===== config.mk =====
export PLATFORM = sky130hd
export DESIGN_NAME = mem_arbiter
export DESIGN_NICKNAME = d
export VERILOG_FILES = /design/src/rtl/rsp_mem_pkg.sv /design/src/rtl/mem_lat_counter.sv /design/src/rtl/mem_arbiter.sv
export SDC_FILE = /design/constraint.sdc
export NUM_CORES = 1
export LEC_CHECK = 0
export BUFFER_PORTS_ARGS = -buffer_cell sky130_fd_sc_hd__buf_2
export CAP_MARGIN = 20
export CORE_MARGIN = 4
export CORE_UTILIZATION = 48
export DETAILED_ROUTE_END_ITERATION = 8
export PLACE_DENSITY = 0.84
export SLEW_MARGIN = 20
export SYNTH_ARGS = -nofsm -noshare
export SYNTH_HDL_FRONTEND = slang
export SYNTH_SLANG_ARGS = --single-unit

===== constraint.sdc =====
create_clock -name clk -period 2.7 [get_ports clk]
set_input_delay 0.135 -clock clk [delete_from_list [all_inputs] [get_ports clk]]
set_output_delay 0.135 -clock clk [all_outputs]
set_load 0.02 [all_outputs]

===== src/rtl/rsp_mem_pkg.sv =====
// Shared definitions for the two-port memory arbiter: FSM encoding, port IDs
// and the latency counter width.
package rsp_mem_pkg;

  localparam logic [1:0] S_IDLE   = 2'd0;
  localparam logic [1:0] S_ACCESS = 2'd1;
  localparam logic [1:0] S_ACK    = 2'd2;

  localparam logic PORT_CPU = 1'b0;
  localparam logic PORT_LDR = 1'b1;

  // Wide enough for the largest legal latency reload value (MEM_LAT-1 = 14).
  localparam int CNT_W = 4;

  function automatic logic [1:0] portOneHot(input logic port);
    return port ? 2'b10 : 2'b01;
  endfunction

endpackage


===== src/rtl/mem_lat_counter.sv =====
// Down-counter that times the memory access phase: loaded when a request is
// accepted and stepped down once per access cycle until it reaches zero.
module mem_lat_counter
  import rsp_mem_pkg::*;
#(
  parameter int WIDTH = CNT_W
) (
  input  logic             i_clk,
  input  logic             i_rst,
  input  logic             i_load,
  input  logic             i_dec,
  input  logic [WIDTH-1:0] i_load_val,
  output logic             o_zero
);

  logic [WIDTH-1:0] r_count;

  always_ff @(posedge i_clk) begin
    if (i_rst) begin
      r_count <= '0;
    end else if (i_load) begin
      r_count <= i_load_val;
    end else if (i_dec && (r_count != '0)) begin
      r_count <= r_count - 1'b1;
    end
  end

  assign o_zero = (r_count == '0);

endmodule


===== src/rtl/mem_arbiter.sv =====
// Round-robin arbiter sharing one memory between the CPU (port 0) and the
// program loader (port 1); one transaction at a time, fixed MEM_LAT latency.
module mem_arbiter
  import rsp_mem_pkg::*;
#(
  parameter int WORD_SIZE = 8,
  parameter int ADDR_SIZE = 8,
  parameter int MEM_LAT   = 1
) (
  input  logic                 clk,
  input  logic                 rst,
  input  logic                 req0,
  input  logic                 req1,
  input  logic                 we0,
  input  logic                 we1,
  input  logic [ADDR_SIZE-1:0] addr0,
  input  logic [ADDR_SIZE-1:0] addr1,
  input  logic [WORD_SIZE-1:0] wdata0,
  input  logic [WORD_SIZE-1:0] wdata1,
  output logic                 ack0,
  output logic                 ack1,
  output logic [WORD_SIZE-1:0] rdata,
  output logic [1:0]           gnt,
  output logic                 busy,
  output logic                 mem_en,
  output logic                 mem_we,
  output logic [ADDR_SIZE-1:0] mem_addr,
  output logic [WORD_SIZE-1:0] mem_wdata,
  input  logic [WORD_SIZE-1:0] mem_rdata
);

  logic [1:0]           r_state;
  logic                 r_owner;
  logic                 r_we;
  logic [ADDR_SIZE-1:0] r_addr;
  logic [WORD_SIZE-1:0] r_wdata;
  logic [WORD_SIZE-1:0] r_rdata;
  logic                 r_last_grant;

  logic w_start;
  logic w_pick;
  logic w_cnt_zero;
  logic w_in_access;
  logic w_in_ack;

  assign w_in_access = (r_state == S_ACCESS);
  assign w_in_ack    = (r_state == S_ACK);
  assign w_start     = (r_state == S_IDLE) && (req0 || req1);

  // On a tie the port that did not win last time gets the memory.
  always_comb begin
    w_pick = PORT_CPU;
    if (req0 && req1) begin
      w_pick = (r_last_grant == PORT_CPU) ? PORT_LDR : PORT_CPU;
    end else if (req1) begin
      w_pick = PORT_LDR;
    end
  end

  mem_lat_counter #(
    .WIDTH(CNT_W)
  ) u_lat_counter (
    .i_clk      (clk),
    .i_rst      (rst),
    .i_load     (w_start),
    .i_dec      (w_in_access && !w_cnt_zero),
    .i_load_val (CNT_W'(MEM_LAT - 1)),
    .o_zero     (w_cnt_zero)
  );

  always_ff @(posedge clk) begin
    if (rst) begin
      r_state      <= S_IDLE;
      r_owner      <= PORT_CPU;
      r_we         <= 1'b0;
      r_addr       <= '0;
      r_wdata      <= '0;
      r_rdata      <= '0;
      r_last_grant <= PORT_LDR;
    end else begin
      case (r_state)
        S_IDLE: begin
          if (req0 || req1) begin
            r_owner <= w_pick;
            r_we    <= w_pick ? we1 : we0;
            r_addr  <= w_pick ? addr1 : addr0;
            r_wdata <= w_pick ? wdata1 : wdata0;
            r_state <= S_ACCESS;
          end
        end
        S_ACCESS: begin
          if (w_cnt_zero) begin
            if (!r_we) begin
              r_rdata <= mem_rdata;
            end
            r_state <= S_ACK;
          end
        end
        S_ACK: begin
          r_last_grant <= r_owner;
          r_state      <= S_IDLE;
        end
        default: r_state <= S_IDLE;
      endcase
    end
  end

  assign busy      = (r_state != S_IDLE);
  assign gnt       = (w_in_access || w_in_ack) ? portOneHot(r_owner) : 2'b00;
  assign ack0      = w_in_ack && (r_owner == PORT_CPU);
  assign ack1      = w_in_ack && (r_owner == PORT_LDR);
  assign mem_en    = w_in_access;
  assign mem_we    = w_in_access && r_we;
  assign mem_addr  = r_addr;
  assign mem_wdata = r_wdata;
  assign rdata     = r_rdata;

endmodule


==> metrics.cfg <==
[yosys]
synth_edf_count = 0
muxShareOfSynthArea_pct = 11.95
ys_seq_area_share_pct = 43.82
yosysWarnings = 0
synth-seq-cells = 33
synth_top_flop_cell = dfxtp_1
async_flop_share_pct = 0
synth_area_um2 = 1508
syn_inst = 150
synth_top_family_by_area = compound AO/OA/AOI/OAI gates
synth.net_count = 202
synth_xor_xnor_area_share_pct = 0.5809
yosys.area_share.simple_pct = 11.78
ys_types = 33
avgSynthCellArea_um2 = 10.05
synthAdderAreaFrac_pct = 4.979
synth-compound-area-share_pct = 21.16

[clock_network]
cts_root_buf = clkbuf_4
holdBufCountCts = 0
cts_setup_buffers = 0
cts_tree = done
cts_made_buffers = 5
cts_resized = 0
clock_sinks = 33
clock_latency_ns = 0.33
cts_buffer_depth = 2
clkSlewWorstSetupHoldPaths_ns = 0.09
htreeDepth = 2

[setup_path]
r2r-end = u_lat_counter.r_count[3]
cp_common_cell = inv_1
reg2reg_from = r_state[1]
cp_slowest_stage_delay_ns = 0.50
required_ns = 2.96
crit_fanout = 8
end_kind = flip-flop
reg2reg_depth = 5
reg2reg_slack_ns = 1.07
crit_type = reg2reg
crit_family = simple AND/OR/NAND/NOR gates
critPathBufInv = 2
slowest_stage = or4_1
path_cells = inv_1 > ha_1 > inv_1 > or4_1 > a21oi_1
cp.arrival_ns = 1.89
cp-startpoint = r_state[1]
setup.worst_path.start_class = flip-flop

[route]
via_per_inst = 4.967
routed_wl_um = 3362
drc = 0
num_vias = 1346
drt_iter0_drc = 47
wire_per_inst_um = 12.41
postRouteAntennaNets = 0
dr.pass1.iters = 4

[timing]
setup_viol = 0
rsz0062_at_grt = no
tightest_slew_ns = 0.5674
slew_headroom_pct = 62.01
hold_viol = 0
period_minus_slack_ns = 1.634
timing.final.crit_share_pct = 60.52
max_clock_freq_ghz = 0.6120
slew_violations = 0
finalClockSkew_ns = 0.002925
tns_ns = 0
timing.hold.ws_ns = 0.05088

[grt]
grt_max_degree = 19
grt.total_usage_pct = 17.57
grt_pass1_wl_um = 5671
antenna_found_initial = 0
grt-ovfl-total = 0
grt_pass1_vias = 1342

[hold_path]
min_path_type = in2reg
holdCritStartpoint = mem_rdata[1]
holdPathEnd = rdata[1]
whs_path_depth = 3

[die]
ios = 77
die_area_um2 = 4102
row_count = 20
die_h_um = 64.05
core-area_um2 = 3028
start_util_pct = 49.79
die_x_um = 64.05

[pwr]
power_density_nw_per_um2 = 604.9
p_leak_nw = 0.9105
ir_drop_mv = 0.4064

[cells_and_area]
antenna_cells = 0
stdcell_area_um2 = 1953
instances_no_fill = 271
syn_to_final_growth_pct = 29.54
fillers = 263
nets = 278
drive_above_1_share_pct = 39.65

[placed_design]
routabilityCongestion = 0.7905
dp.cells = 263
dpl.hpwl_um = 2590
io_buffers = 76
place_area_um2 = 1902

[outcome]
status = complete, no violations

[flow_run]
drv_cap = 0

-- per-layer routing --
layer  vias to the layer above  GRT usage, %  wire (um)
met5                         -             0          0
met4                         0         5.660         43
met3                         5         7.206        290
met2                        56         28.52       1523
met1                       589         20.96       1504
li1                        696             -          -
-- worst register-to-register path, stage by stage (launching register included) --
cell     delay (ns)
dfxtp_1        0.33
inv_1          0.16
ha_1           0.33
inv_1          0.10
or4_1          0.50
a21oi_1        0.16
-- final cells by class --
| cell class | count | area [um2] | area share [%] |
|---|---|---|---|
| Timing Repair Buffer | 78 | 395.4 | 20.24 |
| Clock buffer | 6 | 41.29 | 2.114 |
| Sequential cell | 33 | 660.6 | 33.82 |
| Clock inverter | 2 | 10.01 | 0.5125 |
| Tap cell | 44 | 55.05 | 2.819 |
| Inverter | 7 | 26.28 | 1.345 |
| Multi-Input combinational cell | 101 | 764.5 | 39.14 |
-- logic make-up after synthesis --
family / after synthesis
compound gates: 46
flops: 33
simple gates: 30
mux: 18
buf+inv: 16
fa+ha+maj: 6
xor+xnor: 1
-- layout by cell type, fill, tap and decap left out --
| cell type | instances |
|---|---|
| nand3_1 | 9 |
| o211ai_1 | 1 |
| buf_4 | 2 |
| or2_2 | 1 |
| or3b_4 | 1 |
| or4_1 | 1 |
| mux2i_1 | 18 |
| nor2b_1 | 3 |
| a21oi_1 | 11 |
| nor3b_2 | 1 |
| buf_2 | 76 |
| a21boi_2 | 1 |
| o21ai_0 | 10 |
| o2bb2ai_1 | 17 |
| clkbuf_4 | 5 |
| clkbuf_1 | 1 |
| nand2_1 | 1 |
| inv_1 | 7 |
| a311oi_1 | 1 |
| a21o_1 | 1 |
| nor3b_1 | 1 |
| or3_1 | 1 |
| and2_1 | 3 |
| a211o_1 | 1 |
| o21ai_1 | 1 |
| a22oi_1 | 1 |
| clkinv_2 | 2 |
| a211oi_2 | 1 |
| nand2b_1 | 4 |
| nor2_1 | 4 |
| ha_1 | 6 |
| xor2_1 | 1 |
| dfxtp_1 | 33 |
-- through the flow --
stage / power, mW / utilization [%] / setup WS (ns)
final: 1.182 / 64.50 / 1.066
after floorplan: 0.8198 / - / 1.103
after detailed placement: 0.9402 / 62.81 / 1.108
after global routing: 1.261 / 64.50 / 0.9593
after global placement: 0.9329 / 62.81 / 1.200
after CTS: 1.195 / 64.50 / 1.066
-- synthesized netlist by cell type, types with 2 or more instances --
| cell | count | area, um2 |
|---|---|---|
| nor2_1 | 4 | 15.01 |
| nand3_1 | 9 | 45.04 |
| buf_4 | 2 | 15.01 |
| buf_6 | 2 | 22.52 |
| inv_1 | 7 | 26.28 |
| a21oi_1 | 11 | 55.05 |
| ha_1 | 6 | 75.07 |
| nor2b_1 | 3 | 18.77 |
| buf_2 | 3 | 15.01 |
| o21ai_0 | 10 | 50.05 |
| o2bb2ai_1 | 17 | 148.9 |
| mux2i_1 | 18 | 180.2 |
| and2_1 | 3 | 18.77 |
| dfxtp_1 | 33 | 660.6 |
| nand2b_1 | 4 | 25.02 |
-- state kept, by name (all words and copies together), names as in the netlist --
register / count
rdata: 8
mem_addr: 8
r_we: 1
mem_wdata: 8
r_state: 2
u_lat_counter.r_count: 4
r_last_grant: 1
r_owner: 1
-- worst max-delay path by stage --
stage	end	slack, ns	cells after the start
2_1_floorplan	u_lat_counter.r_count[3]	1.10	5
3_3_place_gp	u_lat_counter.r_count[3]	1.20	5
3_5_place_dp	u_lat_counter.r_count[3]	1.11	5
4_1_cts	u_lat_counter.r_count[3]	1.07	5
5_1_grt	u_lat_counter.r_count[3]	0.96	5
6_report	u_lat_counter.r_count[3]	1.07	5
-- where the power goes --
part | leakage [nW] | switching (mW) | internal, mW
clock network | 0.0320 | 0.155 | 0.0990
registers | 0.271 | 0.0308 | 0.543
logic | 0.608 | 0.212 | 0.141
(Power assumes the default switching activity.)
